## config.mk

```make
export PLATFORM = sky130hd
export DESIGN_NAME = pc_fetch_unit
export DESIGN_NICKNAME = d
export VERILOG_FILES = /design/src/rtl/pc_fetch_unit_pkg.sv /design/src/rtl/pc_fetch_unit_if_id_reg.sv /design/src/rtl/pc_fetch_unit.sv
export SDC_FILE = /design/constraint.sdc
export NUM_CORES = 1
export LEC_CHECK = 0
export ABC_AREA = 1
export CORE_MARGIN = 5
export CORE_UTILIZATION = 48
export DETAILED_ROUTE_END_ITERATION = 8
export GPL_TIMING_DRIVEN = 0
export PLACE_DENSITY_LB_ADDON = 0.25
export SLEW_MARGIN = 15
export SYNTH_ARGS = -nofsm -noshare
export SYNTH_HDL_FRONTEND = slang
export SYNTH_SLANG_ARGS = --single-unit
```

## constraint.sdc

```tcl
create_clock -name CLK -period 1.7 [get_ports CLK]
set_clock_uncertainty 0.1 [all_clocks]
set_input_delay 0.17 -clock CLK [delete_from_list [all_inputs] [get_ports CLK]]
set_output_delay 0.17 -clock CLK [all_outputs]
set_load 0.01 [all_outputs]
```

## src/rtl/pc_fetch_unit_pkg.sv

```systemverilog
// pc_fetch_unit_pkg: shared fetch/decode constants, FSM encoding and IF/ID layout
package pc_fetch_unit_pkg;
  localparam int PC_W = 32;
  localparam int INSTR_W = 32;
  localparam logic [PC_W-1:0] RESET_PC = 32'h0000_0000;
  localparam logic [INSTR_W-1:0] NOP_INSTR = 32'h0000_0013;
  typedef enum logic [1:0] {
    RUN   = 2'd0,
    WAIT  = 2'd1,
    REDIR = 2'd2
  } state_e;
  typedef struct packed {
    logic [PC_W-1:0] pc;
    logic [INSTR_W-1:0] instr;
    logic valid;
  } if_id_t;
endpackage

```

## src/rtl/pc_fetch_unit_if_id_reg.sv

```systemverilog
// if_id_reg: IF/ID pipeline register with load, bubble and hold controls
module if_id_reg
  import pc_fetch_unit_pkg::*;
(
  input  logic               clk,
  input  logic               rst,
  input  logic               ld,
  input  logic               bub,
  input  logic [PC_W-1:0]    pc_in,
  input  logic [INSTR_W-1:0] instr_in,
  output if_id_t             if_id_q
);
  if_id_t if_id_d;
  // load a fetched word, insert a bubble tagged with the current PC, or hold
  always_comb begin
    if_id_d = if_id_q;
    if (ld) if_id_d = {pc_in, instr_in, 1'b1};
    else if (bub) if_id_d = {pc_in, NOP_INSTR, 1'b0};
  end
  // register update; reset leaves a bubble at RESET_PC
  always_ff @(posedge clk) begin
    if (rst) if_id_q <= {RESET_PC, NOP_INSTR, 1'b0};
    else if_id_q <= if_id_d;
  end
endmodule

```

## src/rtl/pc_fetch_unit.sv

```systemverilog
// pc_fetch_unit: program counter, redirect handling and IF/ID front end
module pc_fetch_unit
  import pc_fetch_unit_pkg::*;
(
  input  logic               CLK,
  input  logic               RESET,
  input  logic               PC_SEL,
  input  logic [PC_W-1:0]    BRANCH_TARGET,
  input  logic               STALL,
  input  logic               IMEM_BUSY,
  input  logic [INSTR_W-1:0] INSTR_IN,
  output logic [PC_W-1:0]    PC,
  output logic [PC_W-1:0]    IF_ID_PC,
  output logic [INSTR_W-1:0] IF_ID_INSTR,
  output logic               IF_ID_VALID,
  output logic               FLUSH,
  output logic               MISALIGN
);
  state_e state_q, state_d;
  logic [PC_W-1:0] pc_q, pc_d, pend_q, pend_d, tgt;
  logic flush_q, flush_d, mis_q, mis_d, ld, bub;
  if_id_t if_id;
  assign tgt = {BRANCH_TARGET[PC_W-1:1], 1'b0};
  // next state in priority order: new redirect, pending redirect, stall, busy, advance
  always_comb begin
    state_d = state_q;
    pc_d = pc_q;
    pend_d = pend_q;
    flush_d = 1'b0;
    mis_d = 1'b0;
    ld = 1'b0;
    bub = 1'b0;
    if (PC_SEL) begin
      pend_d = tgt;
      flush_d = 1'b1;
      mis_d = tgt[1];
      bub = 1'b1;
      pc_d = IMEM_BUSY ? pc_q : tgt;
      state_d = IMEM_BUSY ? REDIR : RUN;
    end else if (state_q == REDIR) begin
      bub = 1'b1;
      pc_d = IMEM_BUSY ? pc_q : pend_q;
      state_d = IMEM_BUSY ? REDIR : RUN;
    end else if (!STALL) begin
      ld = !IMEM_BUSY;
      bub = IMEM_BUSY;
      pc_d = IMEM_BUSY ? pc_q : pc_q + PC_W'(4);
      state_d = IMEM_BUSY ? WAIT : RUN;
    end
  end
  // PC, pending target, FSM and pulse registers
  always_ff @(posedge CLK) begin
    if (RESET) begin
      state_q <= RUN;
      pc_q <= RESET_PC;
      pend_q <= '0;
      flush_q <= 1'b0;
      mis_q <= 1'b0;
    end else begin
      state_q <= state_d;
      pc_q <= pc_d;
      pend_q <= pend_d;
      flush_q <= flush_d;
      mis_q <= mis_d;
    end
  end
  if_id_reg u_if_id (
    .clk(CLK),
    .rst(RESET),
    .ld(ld),
    .bub(bub),
    .pc_in(pc_q),
    .instr_in(INSTR_IN),
    .if_id_q(if_id)
  );
  assign PC = pc_q;
  assign IF_ID_PC = if_id.pc;
  assign IF_ID_INSTR = if_id.instr;
  assign IF_ID_VALID = if_id.valid;
  assign FLUSH = flush_q;
  assign MISALIGN = mis_q;
endmodule

```

== After elaboration in Yosys (flattened, before gate mapping) ==
Cells that the tools add are included.

* Reductions and logical operators: 4
* $add $sub $neg: 1
* Muxes and demuxes: 20
* Equality and inequality tests: 2
* Bitwise logic cells: 2

{| class="wikitable"
|+ Operator list
! kind !! count
|-
| $mux W32 || 6
|-
| $mux W65 || 2
|-
| $add A32 B3 Y32 const B || 1
|-
| $mux W1 || 8
|-
| $mux W2 || 4
|-
| $ne A3 B2 Y1 const B || 1
|-
| $eq A2 B2 Y1 const B || 1
|-
| $not A1 Y1 || 2
|-
| $reduce_and A2 Y1 || 1
|-
| $reduce_bool A2 Y1 || 1
|-
| $reduce_or A2 Y1 || 1
|-
| $logic_not A1 Y1 || 1
|}

* Output and inout port bits: 99
* Input port bits: 69
* Register bits: 132
* Word-level logic and storage cells: 37

== Longest topological paths before layout ==
Gate-level depths: netlist (run 1).

* Depth after elaboration: 5
* Depth in mapped cells: 10
* Gate-level depth less buffers: 10

== Cells and area by module ==
A second synthesis (run 1) with hierarchy kept.

* Cell total of the unflattened synthesis: 911
* Area, all modules: 6113.4 µm²

{| class="wikitable"
|+ Modules (own cells, without submodules)
! module !! area each (µm²) !! instances !! cells an instance
|-
| pc_fetch_unit || 3631.0 || 1 || 558
|-
| if_id_reg || 2482.4 || 1 || 353
|}

== Worst setup path before layout (run 1) ==
Ideal clock, no wire load.

* Path kind: reg2reg
* Start point: register pc_q[3] (netlist: PC[3])
* End point: register pc_q[28] (netlist: PC[28])
* Required time: 1.482 ns
* Arrival time: 1.320 ns
* Cell stages (with the launch flop): 11
* Slack: 0.162 ns
* Period minus slack after synthesis: 1.538 ns
* Path through: dfxtp_1 ha_1 nand2_1 nor2_4 nand2_2 nor2_1 nand2_1 nand2_1 nand3_1 nand2_1 a21oi_1

* Word-level cells in the longest chain between the ends: 5

{| class="wikitable"
|+ RTL lines
! element !! RTL line !! source
|-
| from (decl) || pc_fetch_unit.sv:20 || <nowiki>logic [PC_W-1:0] pc_q, pc_d, pend_q, pend_d, tgt;</nowiki>
|-
| from (signal assigned) || pc_fetch_unit.sv:61 || <nowiki>pc_q <= pc_d;</nowiki>
|-
| $add A32 B3 Y32 || pc_fetch_unit.sv:47 || <nowiki>pc_d = IMEM_BUSY ? pc_q : pc_q + PC_W'(4);</nowiki>
|-
| $mux W32 || pc_fetch_unit.sv:47 ||
|-
| $mux W32 || pc_fetch_unit.sv:44 || <nowiki>end else if (!STALL) begin</nowiki>
|-
| $mux W32 || pc_fetch_unit.sv:40 || <nowiki>end else if (state_q == REDIR) begin</nowiki>
|-
| $mux W32 || pc_fetch_unit.sv:33 || <nowiki>if (PC_SEL) begin</nowiki>
|}

Every way passes these cells. The select of a mux whose other input is x is not followed.
A chain may end at the register's enable or synchronous reset.

== Worst setup path in the final report (run 1) ==
* Start point: register pc_q[2] (netlist: PC[2])
* End point: register pc_q[30] (netlist: PC[30])

The elaborated chain is that of the path after synthesis.

==> flow_metrics.py, run 1 <==
metrics = {
    "cts": {
        "htreeDepth": 4,
        "cts_hold_buf": 0,
        "cts-root-buf": "clkbuf_16",
        "clock_latency_ns": 0.43,
        "clockBufferDepth": 2,
        "clk_pin_slew_worst_paths_ns": 0.06,
        "cts_made_buffers": 17,
        "cts.sinks": 130,
        "cts_tree": "done",
    },
    "logic_synthesis": {
        "yosysUniqueCellTypes": 28,
        "synth-seq-area-share_pct": 43.6,
        "netlist_area_um2": 5970,
        "synthDominantCellAreaShare_pct": 43.6,
        "ys_ff_latch": 130,
        "synth_area_leaders": "dfxtp_1 44%, nand2_1 16%, a21oi_1 11%, buf_4 4.9%, o21ai_0 4.7%",
        "ys_warn_count": 0,
        "avgSynthCellArea_um2": 7.01,
        "syn_inst": 851,
        "yosysTopAreaCell": "dfxtp_1",
    },
    "global_route": {
        "gr-total-overflow": 0,
        "antenna_found_initial": 0,
        "grt_pass1_wl_um": 30500,
        "grt_usage_pct": 26.3,
        "grt_max_degree": 17,
        "first_global_vias": 5905,
    },
    "sta": {
        "relSlewSlack_pct": 61.1,
        "max_freq_mhz": 604,
        "setup_violations": 0,
        "fin_setup_tns_ns": 0,
        "drv_slew": 0,
        "worst_pin_slew_ns": 0.584,
        "fin_crit_sh_pct": 97.4,
        "period_minus_slack_ns": 1.66,
        "rsz0062_at_grt": "true",
        "hold_viol": 0,
        "layout_setup_ws_ns": 0.0449,
        "worst_hold_slack_ns": 0.192,
    },
    "route": {
        "drtIter0Drc": 630,
        "vias": 6332,
        "routedWlPerCell_um": 16.0,
        "ant_nets": 0,
        "vias_per_cell": 5.19,
        "drt-total-wl_um": 19600,
        "post-route-drc-count": 0,
        "first_pass_iters": 6,
    },
    "placement": {
        "place.detailed.hpwl_um": 14300,
        "postPlaceCellArea_um2": 7820,
        "port_buffers": 164,
        "dp_slack_ns": -0.468,
        "routabilityCongestion": 0.968,
    },
    "layout": {
        "drive_gt1_share_pct": 14.9,
        "syn2layout_area_growth_pct": 44.9,
        "fillers": 1037,
        "nets": 1110,
        "multi_input_area_um2": 2790,
        "stdcell_area_um2": 8650,
        "regArea_um2": 2700,
        "antenna_cells": 0,
    },
    "critical_path": {
        "end_kind": "flip-flop",
        "path_cells": "ha_4, nand2_4, nor2_4, nand2_4, nor2_4, nand2_1, nand2_1, nand3_1, nand2_1, a21oi_1",
        "cpPeakStageDelay_ns": 0.39,
        "critPathKind": "flip-flop to flip-flop",
        "worst_path_most_repeated_cell": "nand2_1",
        "start_kind": "flip-flop",
        "cp.required_ns": 1.92,
        "worstPathArrival_ns": 1.87,
        "cp_slowest_cell": "dfxtp_4",
        "crit_fanout": 6,
        "reg2regPathDepth": 10,
    },
    "power_and_ir_drop": {
        "p_comb_share_pct": 15.8,
        "p_sw_share_pct": 27.3,
        "switchingPower_mw": 2.29,
        "leakagePower_nw": 3.60,
        "clockPowerShare_pct": 43.7,
        "p_int_mw": 6.09,
        "ir_worst_vdd_mv": 0.813,
        "seq_power_share_pct": 40.5,
        "pwr_density_cell_nw_per_um2": 969,
    },
    "worst_hold_path": {
        "worstHoldPathType": "input pin to flip-flop",
        "whs_path_depth": 3,
    },
    "floorplan": {
        "die_area_um2": 14800,
        "die_h_um": 121,
        "die_w_um": 121,
        "io_pins": 168,
        "placementRows": 40,
        "core_area_um2": 12100,
        "start_util_pct": 49.3,
    },
    "run_status": {
        "outcome": "completed",
    },
    "job": {
        "drv_cap": 0,
    },
}
==> final cells by class <==
class                           count  share of cell area (%)
Multi-Input combinational cell    597                    32.3
Timing Repair Buffer              170                    19.4
Sequential cell                   130                    31.2
Tap cell                          168                    2.43
Clock buffer                       18                    5.08
Inverter                           45                    2.01
Buffer                             79                    5.90
Clock inverter                     14                    1.78
==> placed cells by master, fill, tap and decap left out, drive strengths merged <==
master         synthesis  final
clkdlybuf4s50          0    133
nor3                   1      1
inv                   45     49
dfxtp                130    130
clkinvlp               0      3
clkbuf                19     38
ha                     1      1
and2                   1      1
conb                   1      2
bufinv                 0      2
a31oi                  8      8
xor2                   3      3
nand3                 39     39
buf                   61     65
o21ai                 80     80
dlygate4sd2            0     24
clkinv                 0      5
xnor2                  1      1
dlymetal6s2s           0      7
nand2                260    260
o22ai                  3      3
a21oi                135    135
nor2                  63     63
==> power by group through the flow <==
stage / sequential, mW / combinational [mW] / clock [mW]
final: 3.39 / 1.32 / 3.66
after global placement: 3.44 / 1.31 / 0
after detailed placement: 3.44 / 1.32 / 0
after global routing: 3.41 / 1.45 / 3.83
after floorplan: 3.44 / 0.670 / 0
after CTS: 3.39 / 1.31 / 3.69
==> what timing repair did <==
item	CTS	global route
cloned	0	0
setup endpoints to repair	67	58
gates resized for setup	87	34
setup buffers	4	2
pin swaps	3	5
==> sequential cells by signal (all words and copies together) (netlist names) <==
| signal | flops |
|---|---|
| PC | 31 |
| pend_q | 31 |
| u_if_id.if_id_q | 64 |
| MISALIGN | 1 |
| state_q | 2 |
| FLUSH | 1 |
==> layer usage <==
metal  track usage [%]  wire, µm  up-vias
li1                  -         -     3137
met5                 0         0        -
met4              8.40       404        0
met1              33.6      8030     2858
met3              8.53      2070       29
met2              42.0      9090      308
==> synth_stat cells <==
cell,instances
buf_6,4
xor2_1,3
nor2_1,55
nor3_1,1
o21ai_0,56
dfxtp_1,130
nand3_1,38
and2_1,1
inv_6,1
nor2_4,2
nand3_2,1
buf_1,2
buf_4,39
ha_1,1
clkbuf_1,19
buf_2,16
inv_2,2
inv_1,42
xnor2_1,1
o22ai_1,3
a31oi_1,8
nand2_1,259
nand2_2,1
a21oi_1,135
nor2_8,3
o21ai_1,24
nor2_2,3
conb_1,1
==> per-stage QoR <==
step / cells / power (mW) / utilization [%]
2_1_floorplan: 852 / 4.11 / -
3_3_place_gp: 1184 / 4.75 / 64.6
3_5_place_dp: 1184 / 4.76 / 64.6
4_1_cts: 1219 / 8.38 / 70.6
5_1_grt: 1221 / 8.69 / 71.4
6_report: 1221 / 8.38 / 71.4
==> final timing paths <==
path	startpoint	endpoint	slack, ns
max	PC[2]	PC[30]	0.04
min	INSTR_IN[13]	u_if_id.if_id_q[14]	0.19
max reg2reg	PC[2]	PC[30]	0.04
min reg2reg	u_if_id.if_id_q[31]	u_if_id.if_id_q[31]	0.36
==> worst max-delay path: cells and delay by family (launching register included) <==
kind | cells | cell delay, ns
flops | 1 | 0.39
compound gates | 1 | 0.06
fa+ha+maj | 1 | 0.16
simple gates | 8 | 0.83
==> kinds of logic (layout without fill, tap and decap cells) <==
logic type                 Yosys count  after routing  synth area share, %
adders and majority gates            1              1                0.210
other                                1              2               0.0628
xor gates and xnor gates             4              4                0.587
and+or+nand+nor                    364            364                 25.1
DFF                                130            130                 43.6
buffers and inverters              125            326                 11.2
AOI/OAI and AO/OA                  226            226                 19.2
Note: power is estimated with default switching activity, not from simulation.
==> run 2, diff against run 1 <==
Settings changed: CELL_PAD_IN_SITES_DETAIL_PLACEMENT set to 2, CELL_PAD_IN_SITES_GLOBAL_PLACEMENT set to 2, CORE_UTILIZATION 48 to 26.
==> flow_metrics.py, run 2 (synthesis gave the netlist of run 1 again) <==
metrics = {
    "run_status": {
        "outcome": "completed",
    },
    "cts": {
        "cts_hold_buf": 0,
        "cts.sinks": 130,
        "clockBufferDepth": 2,
        "clk_pin_slew_worst_paths_ns": 0.07,
        "clock_latency_ns": 0.42,
        "cts-root-buf": "clkbuf_16",
        "htreeDepth": 4,
        "cts_made_buffers": 17,
        "cts_tree": "done",
    },
    "sta": {
        "drv_slew": 0,
        "hold_viol": 0,
        "relSlewSlack_pct": 58.9,
        "rsz0062_at_grt": "true",
        "period_minus_slack_ns": 1.69,
        "fin_crit_sh_pct": 99.4,
        "worst_pin_slew_ns": 0.617,
        "setup_violations": 0,
        "max_freq_mhz": 592,
    },
    "floorplan": {
        "io_pins": 168,
        "die_w_um": 161,
        "core_area_um2": 22600,
        "die_h_um": 161,
        "placementRows": 55,
        "die_area_um2": 26100,
        "start_util_pct": 26.4,
    },
    "placement": {
        "dp.cells": 1301,
        "place.detailed.hpwl_um": 19100,
        "routabilityCongestion": 0.834,
        "port_buffers": 164,
        "postPlaceCellArea_um2": 7970,
    },
    "critical_path": {
        "cp_slowest_cell": "dfxtp_4",
        "crit_fanout": 6,
        "path_cells": "ha_4, nand2_4, nor2_4, nand3_1, nor2_1, nand2_1, nand3_1, nand2_1, a21oi_1",
        "worstPathArrival_ns": 1.94,
        "critPathKind": "flip-flop to flip-flop",
        "cpPeakStageDelay_ns": 0.39,
        "end_kind": "flip-flop",
        "start_kind": "flip-flop",
        "rrSetupSlack_ns": 0.01,
        "cp.required_ns": 1.95,
    },
    "layout": {
        "final_cell_mix": "250 x nand2_1, 133 x clkdlybuf4s50_1, 132 x a21oi_1",
        "syn2layout_area_growth_pct": 50.2,
        "stdcell_area_um2": 8960,
        "drive_gt1_share_pct": 18.2,
        "nets": 1122,
        "antenna_cells": 0,
        "largest_reg_flops": 64,
        "layout_commonest_cell": "nand2_1",
        "top_register": "u_if_id.if_id_q",
        "stdcell_count": 1350,
    },
    "power_and_ir_drop": {
        "pwr_density_cell_nw_per_um2": 947,
        "ir_worst_vdd_mv": 0.596,
        "leakagePower_nw": 3.62,
    },
    "route": {
        "drtIter0Drc": 229,
        "first_pass_iters": 4,
        "drt-total-wl_um": 25700,
        "routedWlPerCell_um": 19.1,
        "ant_nets": 0,
        "vias": 6526,
        "post-route-drc-count": 0,
        "vias_per_cell": 4.83,
    },
    "global_route": {
        "grt_pass1_wl_um": 40100,
        "first_global_vias": 7135,
        "gr-total-overflow": 0,
        "grt_usage_pct": 19.5,
        "grt_max_degree": 17,
        "antenna_found_initial": 1,
    },
    "job": {
        "drv_cap": 0,
    },
    "worst_hold_path": {
        "worstHoldPathType": "input pin to flip-flop",
    },
}
run 2: cell types whose count changed in the layout (fill, tap and decap cells not counted), sizes merged:
cell          previous run  this run
buf                     65        78
dlymetal6s2s             7         0
clkbuf                  38        36
clkinv                   5         4
dlygate4sd2             24        31
inv                     49        52
bufinv                   2         1
run 2: critical path: cells and delay by family, from the launching register on:
kind,cells,cell delay [ns]
and+or+nand+nor,7,0.83
AOI/OAI and AO/OA,1,0.12
DFF,1,0.39
adders and majority gates,1,0.16
run 2: what timing repair did:
| item | 4_1_cts | 5_1_grt |
|---|---|---|
| setup endpoints to repair | 106 | 56 |
| pin swaps | 10 | 11 |
| buffers inserted | 12 | 6 |
| resized for setup | 122 | 45 |
run 2: path summary, 6_finish.rpt:
check / cells past startpoint / endpoint / from
worst max-delay path: 9 / PC[20] / PC[3]
worst min-delay path: 3 / u_if_id.if_id_q[31] / INSTR_IN[30]
worst max register to register: 9 / PC[20] / PC[3]
worst min register to register: 2 / u_if_id.if_id_q[0] / u_if_id.if_id_q[0]
run 2: layout make-up:
type / instances / area (µm²)
flip-flops and latches: 130 / 2700
well taps: 285 / 357
multi-input cells: 597 / 2880
fillers: 2641 / 13700
plain buffers: 79 / 539
clock inverters: 15 / 145
inverters: 45 / 178
clock buffers: 17 / 425
repair buffers: 182 / 1740
run 2: power breakdown:
group	internal [mW]	switching, mW
Clock	2.05	1.60
Sequential	3.23	0.168
Combinational	0.675	0.766
run 2: per-stage QoR:
stage / total power, mW / setup TNS [ns] / setup slack, ns / utilization, % / hold slack (ns)
floorplan: 4.11 / 0 / 0.162 / - / 0.206
global placement: 4.83 / -39.35 / -0.589 / 35.2 / 0.350
detailed placement: 4.86 / -42.37 / -0.579 / 35.2 / 0.356
CTS: 8.53 / -0.0219 / -0.0219 / 38.9 / 0.178
global route: 8.87 / -1.38 / -0.0682 / 39.6 / 0.197
finish: 8.49 / 0 / 0.0109 / 39.6 / 0.191
run 2: layer usage:
metal / routed length, µm / GRT usage [%]
met3: 1640 / 5.54
met5: 13 / 0
met4: 623 / 6.55
met2: 12100 / 32.7
met1: 11400 / 24.2
